===== src/rtl/priv_trap_ctrl_pkg.sv =====
// Shared types for the machine-mode trap controller: cause codes, exception flag bundle and the
// priority selector result.
package priv_trap_ctrl_pkg;

  typedef enum logic [3:0] {
    ExInsnMisaligned  = 4'd0,
    ExInsnFault       = 4'd1,
    ExIllegal         = 4'd2,
    ExBreakpoint      = 4'd3,
    ExLoadMisaligned  = 4'd4,
    ExLoadFault       = 4'd5,
    ExStoreMisaligned = 4'd6,
    ExStoreFault      = 4'd7,
    ExEcallM          = 4'd11
  } ex_code_t;

  typedef enum logic [3:0] {
    IntSoft  = 4'd3,
    IntTimer = 4'd7,
    IntExt   = 4'd11
  } int_code_t;

  typedef struct packed {
    logic breakpoint;
    logic fault_insn;
    logic mal_insn;
    logic illegal_insn;
    logic env_m;
    logic mal_l;
    logic mal_s;
    logic fault_l;
    logic fault_s;
  } exc_flags_t;

  typedef struct packed {
    logic       valid;
    logic       is_int;
    logic [3:0] code;
  } trap_sel_t;

  // Address-related exceptions report the faulting address in mtval.
  function automatic logic code_uses_badaddr(logic [3:0] code);
    return (code <= 4'd1) || ((code >= 4'd4) && (code <= 4'd7));
  endfunction

endpackage


===== src/rtl/priv_trap_ctrl_if.sv =====
// Hazard/CSR/fetch-facing signal bundle of the trap controller. The slave modport is the
// controller; master is the surrounding pipeline.
interface priv_trap_ctrl_if #(
  parameter int unsigned XLEN = 32
);
  logic            fault_insn, mal_insn, illegal_insn, fault_l, mal_l, fault_s, mal_s;
  logic            breakpoint, env_m, ret;
  logic [XLEN-1:0] epc, badaddr;
  logic            timer_int, soft_int, ext_int, mie_global;
  logic [2:0]      mie_bits;
  logic [XLEN-1:0] mtvec, mepc_r;
  logic            pipe_clear;
  logic            intr, insert_pc, trap_we, ret_we;
  logic [XLEN-1:0] priv_pc, mepc_wdata, mcause_wdata, mtval_wdata;

  modport slave (
    input  fault_insn, mal_insn, illegal_insn, fault_l, mal_l, fault_s, mal_s, breakpoint, env_m,
    input  ret, epc, badaddr, timer_int, soft_int, ext_int, mie_global, mie_bits, mtvec, mepc_r,
    input  pipe_clear,
    output intr, insert_pc, trap_we, ret_we, priv_pc, mepc_wdata, mcause_wdata, mtval_wdata
  );

  modport master (
    output fault_insn, mal_insn, illegal_insn, fault_l, mal_l, fault_s, mal_s, breakpoint, env_m,
    output ret, epc, badaddr, timer_int, soft_int, ext_int, mie_global, mie_bits, mtvec, mepc_r,
    output pipe_clear,
    input  intr, insert_pc, trap_we, ret_we, priv_pc, mepc_wdata, mcause_wdata, mtval_wdata
  );
endinterface


===== src/rtl/priv_trap_prio.sv =====
// Fixed-priority trap selector: any exception beats any enabled interrupt.
module priv_trap_prio
  import priv_trap_ctrl_pkg::*;
(
  input  exc_flags_t exc_i,
  input  logic [2:0] irq_i,        // {ext, timer, soft}
  input  logic       mie_global_i,
  input  logic [2:0] mie_bits_i,   // {MEIE, MTIE, MSIE}
  output trap_sel_t  sel_o
);

  logic [2:0] irq_en;
  assign irq_en = irq_i & mie_bits_i & {3{mie_global_i}};

  always_comb begin
    sel_o        = '0;
    sel_o.valid  = 1'b1;
    if (exc_i.breakpoint)        sel_o.code = ExBreakpoint;
    else if (exc_i.fault_insn)   sel_o.code = ExInsnFault;
    else if (exc_i.mal_insn)     sel_o.code = ExInsnMisaligned;
    else if (exc_i.illegal_insn) sel_o.code = ExIllegal;
    else if (exc_i.env_m)        sel_o.code = ExEcallM;
    else if (exc_i.mal_l)        sel_o.code = ExLoadMisaligned;
    else if (exc_i.mal_s)        sel_o.code = ExStoreMisaligned;
    else if (exc_i.fault_l)      sel_o.code = ExLoadFault;
    else if (exc_i.fault_s)      sel_o.code = ExStoreFault;
    else if (irq_en[2]) begin
      sel_o.is_int = 1'b1;
      sel_o.code   = IntExt;
    end else if (irq_en[0]) begin
      sel_o.is_int = 1'b1;
      sel_o.code   = IntSoft;
    end else if (irq_en[1]) begin
      sel_o.is_int = 1'b1;
      sel_o.code   = IntTimer;
    end else begin
      sel_o.valid  = 1'b0;
    end
  end

endmodule


===== src/rtl/priv_trap_ctrl.sv =====
// Machine-mode trap/mret controller: latches the winning trap, runs the intr/pipe_clear flush
// handshake, then issues one commit cycle with CSR write strobes and a PC redirect.
module priv_trap_ctrl
  import priv_trap_ctrl_pkg::*;
#(
  parameter bit          VECTOR_EN = 1'b1,
  parameter int unsigned XLEN      = 32
) (
  input logic             clk,
  input logic             rst,
  priv_trap_ctrl_if.slave bus
);

  typedef logic [XLEN-1:0] word_t;
  typedef enum logic [1:0] {StIdle, StFlush, StCommit} trap_state_t;

  trap_state_t state_q;
  logic        is_ret_q, is_int_q;
  logic [3:0]  code_q;
  word_t       epc_q, mtval_q;
  logic        intr_q, insert_pc_q, trap_we_q, ret_we_q;
  word_t       priv_pc_q, mepc_wdata_q, mcause_wdata_q, mtval_wdata_q;

  exc_flags_t  exc;
  trap_sel_t   sel;
  word_t       sel_mtval, trap_target;

  assign exc = '{breakpoint: bus.breakpoint, fault_insn: bus.fault_insn, mal_insn: bus.mal_insn,
                 illegal_insn: bus.illegal_insn, env_m: bus.env_m, mal_l: bus.mal_l,
                 mal_s: bus.mal_s, fault_l: bus.fault_l, fault_s: bus.fault_s};

  priv_trap_prio u_prio (
    .exc_i        (exc),
    .irq_i        ({bus.ext_int, bus.timer_int, bus.soft_int}),
    .mie_global_i (bus.mie_global),
    .mie_bits_i   (bus.mie_bits),
    .sel_o        (sel)
  );

  always_comb begin
    sel_mtval = '0;
    if (!sel.is_int) begin
      if (sel.code == 4'(ExBreakpoint))   sel_mtval = bus.epc;
      else if (code_uses_badaddr(sel.code)) sel_mtval = bus.badaddr;
    end
  end

  // MODE 2/3 fall back to direct; only interrupts are vectored.
  always_comb begin
    trap_target = bus.mtvec & ~word_t'(3);
    if (VECTOR_EN && (bus.mtvec[1:0] == 2'b01) && is_int_q) begin
      trap_target = trap_target + word_t'({code_q, 2'b00});
    end
  end

  always_ff @(posedge clk or posedge rst) begin
    if (rst) begin
      state_q        <= StIdle;
      is_ret_q       <= 1'b0;
      is_int_q       <= 1'b0;
      code_q         <= '0;
      epc_q          <= '0;
      mtval_q        <= '0;
      intr_q         <= 1'b0;
      insert_pc_q    <= 1'b0;
      trap_we_q      <= 1'b0;
      ret_we_q       <= 1'b0;
      priv_pc_q      <= '0;
      mepc_wdata_q   <= '0;
      mcause_wdata_q <= '0;
      mtval_wdata_q  <= '0;
    end else begin
      insert_pc_q    <= 1'b0;
      trap_we_q      <= 1'b0;
      ret_we_q       <= 1'b0;
      priv_pc_q      <= '0;
      mepc_wdata_q   <= '0;
      mcause_wdata_q <= '0;
      mtval_wdata_q  <= '0;
      unique case (state_q)
        StIdle: begin
          if (sel.valid) begin
            is_ret_q <= 1'b0;
            is_int_q <= sel.is_int;
            code_q   <= sel.code;
            epc_q    <= bus.epc;
            mtval_q  <= sel_mtval;
            intr_q   <= 1'b1;
            state_q  <= StFlush;
          end else if (bus.ret) begin
            is_ret_q <= 1'b1;
            intr_q   <= 1'b1;
            state_q  <= StFlush;
          end
        end
        StFlush: begin
          if (bus.pipe_clear) begin
            intr_q      <= 1'b0;
            insert_pc_q <= 1'b1;
            state_q     <= StCommit;
            if (is_ret_q) begin
              ret_we_q  <= 1'b1;
              priv_pc_q <= bus.mepc_r & ~word_t'(3);
            end else begin
              trap_we_q      <= 1'b1;
              priv_pc_q      <= trap_target;
              mepc_wdata_q   <= epc_q;
              mcause_wdata_q <= {is_int_q, {(XLEN-5){1'b0}}, code_q};
              mtval_wdata_q  <= mtval_q;
            end
          end
        end
        StCommit: state_q <= StIdle;
        default:  state_q <= StIdle;
      endcase
    end
  end

  assign bus.intr         = intr_q;
  assign bus.insert_pc    = insert_pc_q;
  assign bus.trap_we      = trap_we_q;
  assign bus.ret_we       = ret_we_q;
  assign bus.priv_pc      = priv_pc_q;
  assign bus.mepc_wdata   = mepc_wdata_q;
  assign bus.mcause_wdata = mcause_wdata_q;
  assign bus.mtval_wdata  = mtval_wdata_q;

endmodule


===== src/flat_wrapper.sv =====
// flat-port wrapper written by rule: the top's interface ports become plain ports
module priv_trap_ctrl_flat import priv_trap_ctrl_pkg::*;
#(
  parameter bit          VECTOR_EN = 1'b1,
  parameter int unsigned XLEN      = 32
)
  (clk, rst, bus_fault_insn, bus_mal_insn, bus_illegal_insn, bus_fault_l, bus_mal_l, bus_fault_s, bus_mal_s, bus_breakpoint, bus_env_m, bus_ret, bus_epc, bus_badaddr, bus_timer_int, bus_soft_int, bus_ext_int, bus_mie_global, bus_mie_bits, bus_mtvec, bus_mepc_r, bus_pipe_clear, bus_intr, bus_insert_pc, bus_trap_we, bus_ret_we, bus_priv_pc, bus_mepc_wdata, bus_mcause_wdata, bus_mtval_wdata);
  priv_trap_ctrl_if #(.XLEN(XLEN)) bus_i ();
  input logic clk;
  input logic rst;
  input wire logic [$bits(bus_i.fault_insn)-1:0] bus_fault_insn;
  input wire logic [$bits(bus_i.mal_insn)-1:0] bus_mal_insn;
  input wire logic [$bits(bus_i.illegal_insn)-1:0] bus_illegal_insn;
  input wire logic [$bits(bus_i.fault_l)-1:0] bus_fault_l;
  input wire logic [$bits(bus_i.mal_l)-1:0] bus_mal_l;
  input wire logic [$bits(bus_i.fault_s)-1:0] bus_fault_s;
  input wire logic [$bits(bus_i.mal_s)-1:0] bus_mal_s;
  input wire logic [$bits(bus_i.breakpoint)-1:0] bus_breakpoint;
  input wire logic [$bits(bus_i.env_m)-1:0] bus_env_m;
  input wire logic [$bits(bus_i.ret)-1:0] bus_ret;
  input wire logic [$bits(bus_i.epc)-1:0] bus_epc;
  input wire logic [$bits(bus_i.badaddr)-1:0] bus_badaddr;
  input wire logic [$bits(bus_i.timer_int)-1:0] bus_timer_int;
  input wire logic [$bits(bus_i.soft_int)-1:0] bus_soft_int;
  input wire logic [$bits(bus_i.ext_int)-1:0] bus_ext_int;
  input wire logic [$bits(bus_i.mie_global)-1:0] bus_mie_global;
  input wire logic [$bits(bus_i.mie_bits)-1:0] bus_mie_bits;
  input wire logic [$bits(bus_i.mtvec)-1:0] bus_mtvec;
  input wire logic [$bits(bus_i.mepc_r)-1:0] bus_mepc_r;
  input wire logic [$bits(bus_i.pipe_clear)-1:0] bus_pipe_clear;
  output wire logic [$bits(bus_i.intr)-1:0] bus_intr;
  output wire logic [$bits(bus_i.insert_pc)-1:0] bus_insert_pc;
  output wire logic [$bits(bus_i.trap_we)-1:0] bus_trap_we;
  output wire logic [$bits(bus_i.ret_we)-1:0] bus_ret_we;
  output wire logic [$bits(bus_i.priv_pc)-1:0] bus_priv_pc;
  output wire logic [$bits(bus_i.mepc_wdata)-1:0] bus_mepc_wdata;
  output wire logic [$bits(bus_i.mcause_wdata)-1:0] bus_mcause_wdata;
  output wire logic [$bits(bus_i.mtval_wdata)-1:0] bus_mtval_wdata;
  assign bus_i.fault_insn = bus_fault_insn;
  assign bus_i.mal_insn = bus_mal_insn;
  assign bus_i.illegal_insn = bus_illegal_insn;
  assign bus_i.fault_l = bus_fault_l;
  assign bus_i.mal_l = bus_mal_l;
  assign bus_i.fault_s = bus_fault_s;
  assign bus_i.mal_s = bus_mal_s;
  assign bus_i.breakpoint = bus_breakpoint;
  assign bus_i.env_m = bus_env_m;
  assign bus_i.ret = bus_ret;
  assign bus_i.epc = bus_epc;
  assign bus_i.badaddr = bus_badaddr;
  assign bus_i.timer_int = bus_timer_int;
  assign bus_i.soft_int = bus_soft_int;
  assign bus_i.ext_int = bus_ext_int;
  assign bus_i.mie_global = bus_mie_global;
  assign bus_i.mie_bits = bus_mie_bits;
  assign bus_i.mtvec = bus_mtvec;
  assign bus_i.mepc_r = bus_mepc_r;
  assign bus_i.pipe_clear = bus_pipe_clear;
  assign bus_intr = bus_i.intr;
  assign bus_insert_pc = bus_i.insert_pc;
  assign bus_trap_we = bus_i.trap_we;
  assign bus_ret_we = bus_i.ret_we;
  assign bus_priv_pc = bus_i.priv_pc;
  assign bus_mepc_wdata = bus_i.mepc_wdata;
  assign bus_mcause_wdata = bus_i.mcause_wdata;
  assign bus_mtval_wdata = bus_i.mtval_wdata;
  priv_trap_ctrl #(.VECTOR_EN(VECTOR_EN), .XLEN(XLEN)) u_core (.clk(clk), .rst(rst), .bus(bus_i));
endmodule

===== config.mk =====
export PLATFORM = sky130hd
export DESIGN_NAME = priv_trap_ctrl_flat
export DESIGN_NICKNAME = d
export VERILOG_FILES = /design/src/rtl/priv_trap_ctrl_pkg.sv /design/src/rtl/priv_trap_ctrl_if.sv /design/src/rtl/priv_trap_prio.sv /design/src/rtl/priv_trap_ctrl.sv /design/src/flat_wrapper.sv
export SDC_FILE = /design/constraint.sdc
export NUM_CORES = 1
export LEC_CHECK = 0
export BUFFER_PORTS_ARGS = -buffer_cell sky130_fd_sc_hd__buf_2
export CAP_MARGIN = 30
export CORE_AREA = 4 4 124 126
export DETAILED_ROUTE_END_ITERATION = 6
export DIE_AREA = 0 0 128 130
export PLACE_DENSITY_LB_ADDON = 0.05
export SKIP_LAST_GASP = 1
export SLEW_MARGIN = 20
export SYNTH_ARGS = -nofsm -noshare
export SYNTH_HDL_FRONTEND = slang
export SYNTH_SLANG_ARGS = --single-unit

===== constraint.sdc =====
create_clock -name clk -period 8.97 [get_ports clk]
set_input_delay 0 -clock clk [delete_from_list [all_inputs] [get_ports clk]]
set_output_delay 0 -clock clk [all_outputs]
set_load 0.005 [all_outputs]

==> results by group <==
Hold path
  – WHS Path Cells: 5
  – Hold Crit Class: primary input to register
  – Hold endpoint: u_core.bus.priv_pc[2]$_DFF_PP0_
  – Worst hold start: bus_mtvec[2]

Setup path
  – Critical Path RT: 9270 ps
  – Startpoint Class: register
  – Crit. End Element: register
  – Worst r2r dst: u_core.bus.priv_pc[12]$_DFF_PP0_
  – Register-to-Register Path Depth: 9
  – Max Fanout on Critical Path: 9
  – Reg-to-reg critical path startpoint: u_core.code_q[0]$_DFFE_PP0P_
  – Setup CP Type: register to register
  – R2r setup slk: between 5000 and 6000 ps
  – CP Data Arrival Time: 3380 ps
  – CP startpoint: u_core.code_q[0]$_DFFE_PP0P_

Synthesis
  – Synth area leader: dfrtp_1
  – EDFF count, synth: 0
  – Predominant post-synthesis flop cell: dfrtp_1
  – Post-synth ARST share: 1.00
  – Mapped cell area: 7440 sq um
  – Gate Count Post-Synth: 627
  – Synth Warn #: 0
  – Avg Inst Size Synth: 11.9 sq um
  – Synth top area share: 0.588
  – Synthesis-stage register bit count: roughly 180
  – Top post-synthesis cells by area: dfrtp_1 59%, and3_1 6.2%, a221o_1 4.3%, mux2_2 3.8%, buf_4 3.0%
  – Post-synthesis sequential area ratio: 0.588
  – Yosys cell types: 47

Drt
  – Total number of vias: 6493
  – Vias/cell: 5.34
  – WL per Instance: around 18 um
  – DRT Pass-1 Iters: 5
  – DRT iter0 DRCs: 397
  – # DRC: 0
  – Detail Route Antenna Nets: 0
  – Routed WL: around 22 mm

Timing
  – Relative slew slack: 0.412
  – Final setup TNS: 0 ps
  – Crit share post-route: 0.344
  – Fmax: 0.324 GHz
  – Final worst setup slack: around 5900 ps
  – Slew Limit Fails: 0
  – Endpoints failing hold: 0
  – Setup Viol. Count Final: 0
  – Final Skew: 9.71 ps
  – Worst Max-Slew Pin Slew: 883 ps
  – Unrepaired setup endpoints after global routing: false
  – Period minus WS final: 3090 ps

Cells and area
  – Fin nets: 1172
  – Commonest non-fill, non-tap cell in the layout: buf_2
  – Final Instance Area: 10900 sq um
  – Area growth syn-to-layout: 46.5%
  – Commonest cells after routing, fill and taps aside: 248 x buf_2, 175 x dfrtp_1, 156 x dlygate4sd3_1
  – Layout cells sized above 1: 0.311

Die
  – I/O pin count: 280
  – Die area: 16600 sq um
  – Die X-Extent: 128 um
  – Chip height: 130 um
  – Initial Util: 0.520
  – Core area: 14300 sq um
  – Num rows: 44

Power and ir drop
  – Leak Pwr: ~5.7 nW
  – Peak supply drop: about 0.14 mV
  – Power Density: 219 nW/um^2

Place
  – Area after DPL: 8690 sq um
  – Setup WS pre-CTS: about 6600 ps
  – Final RePlAce weighted congestion: 0.899
  – DP HPWL: 12.8 mm
  – IO buf count: 248

Clock tree
  – Sink Count: approximately 180
  – H-tree levels: 4
  – TritonCTS clock tree: built
  – CTS Buffer Depth: 2
  – Post-CTS resize count: 0
  – Clock transition at path regs: 60 ps
  – Total setup buffers inserted after CTS: 0
  – Root buffer cell: clkbuf_16
  – Clk_lat worst skew: 420 ps
  – CTS buffer count: 17

Status
  – Outcome: finished, final reports clean

Global route
  – Initial antenna violation count: 1
  – Number of global-route vias before repair: 6829
  – First-pass GRT wire length: 34.2 mm
  – Total gr overflow: 0
  – GRT Total Usage: 0.261
  – Maximum number of pins on one net before global-route repair: 104

Flow run
  – Max_cap viols: 0
[cell usage after synthesis (3+ instances only)]
| master | n |
|---|---|
| a211oi_1 | 3 |
| a21o_1 | 3 |
| a21oi_1 | 36 |
| a221o_1 | 32 |
| a22o_1 | 4 |
| a41oi_1 | 3 |
| and2_1 | 33 |
| and3_1 | 74 |
| buf_2 | 5 |
| buf_4 | 30 |
| buf_6 | 3 |
| clkbuf_1 | 28 |
| clkbuf_2 | 3 |
| dfrtp_1 | 175 |
| ha_1 | 4 |
| inv_1 | 5 |
| mux2_1 | 8 |
| mux2_2 | 25 |
| nand2_1 | 19 |
| nand3_1 | 7 |
| nor2_1 | 21 |
| nor3_1 | 8 |
| nor3b_1 | 4 |
| nor4_1 | 9 |
| nor4b_1 | 4 |
| o21ai_0 | 28 |
| xnor2_1 | 24 |
| xor2_1 | 3 |
[state kept, by name (all words and copies together), names as in the netlist, 2 cells and up]
signal and flops:
u_core.code_q 4, u_core.bus.mtval_wdata 32, u_core.mtval_q 32, u_core.bus.mcause_wdata 5
u_core.bus.priv_pc 30, u_core.epc_q 32, u_core.state_q 2, u_core.bus.mepc_wdata 32
[metrics by stage]
step,utilization,total power [mW],hold slack (ps),std cells
after global routing,0.762,2.51,67.1,1215
after global placement,0.606,1.49,199,1024
after detailed placement,0.607,1.51,214,1026
after CTS,0.758,2.38,16.2,1212
final,0.762,2.39,25.0,1215
after floorplan,-,1.34,94.6,655
[final cells by class]
cell class / instances / area [sq um]
sequential: 175 / 4380
fill: 970 / 3410
timing repair buffer: 414 / 2920
multi-input combinational: 405 / 2750
clock buffer: 19 / 443
tap: 184 / 230
clock inverter: 11 / 156
inverter: 6 / 27.5
antenna: 1 / 2.50
[worst max-delay path by stage]
stage	end	cells after the start
finish	u_core.bus.priv_pc[12]$_DFF_PP0_	9
global route	u_core.bus.priv_pc[12]$_DFF_PP0_	9
CTS	u_core.bus.priv_pc[14]$_DFF_PP0_	9
detailed placement	u_core.bus.priv_pc[14]$_DFF_PP0_	8
global placement	u_core.bus.priv_pc[14]$_DFF_PP0_	7
floorplan	u_core.bus.insert_pc$_DFF_PP0_	1
[repair_timing]
item,4_1_cts,5_1_grt
hold buffers,156,0
setup endpoints to repair,0,0
endpoints found under the hold margin,202,0
[layer usage]
layer | up-vias | global-route usage | wire length [um]
li1 | 2975 | - | -
met5 | - | 0 | 0
met1 | 3184 | 0.336 | 8770
met2 | 286 | 0.431 | 10700
met4 | 0 | 0.112 | 673
met3 | 48 | 0.0549 | 1480
[worst max-delay path, stage by stage (launching register included)]
cell           delay, ps
dfrtp_1              400
ha_1                 230
fa_1                 430
a21o_1               180
a21oi_1              400
buf_4                260
nor3b_1               80
xnor2_1              250
a21oi_1              130
dlygate4sd3_1        600
[logic make-up after synthesis]
kind of cell | share of synthesized area
muxes | 0.0499
adders and majority gates | 0.00941
AOI/OAI and AO/OA | 0.113
DFF | 0.588
other | 0.000504
buffers and inverters | 0.0573
and+or+nand+nor | 0.150
xor gates and xnor gates | 0.0318
[where the power goes]
part           switching [mW]  internal, mW
logic                   0.281         0.325
registers              0.0702         0.954
clock network           0.308         0.447
total                   0.659          1.73
(Power assumes the default switching activity.)
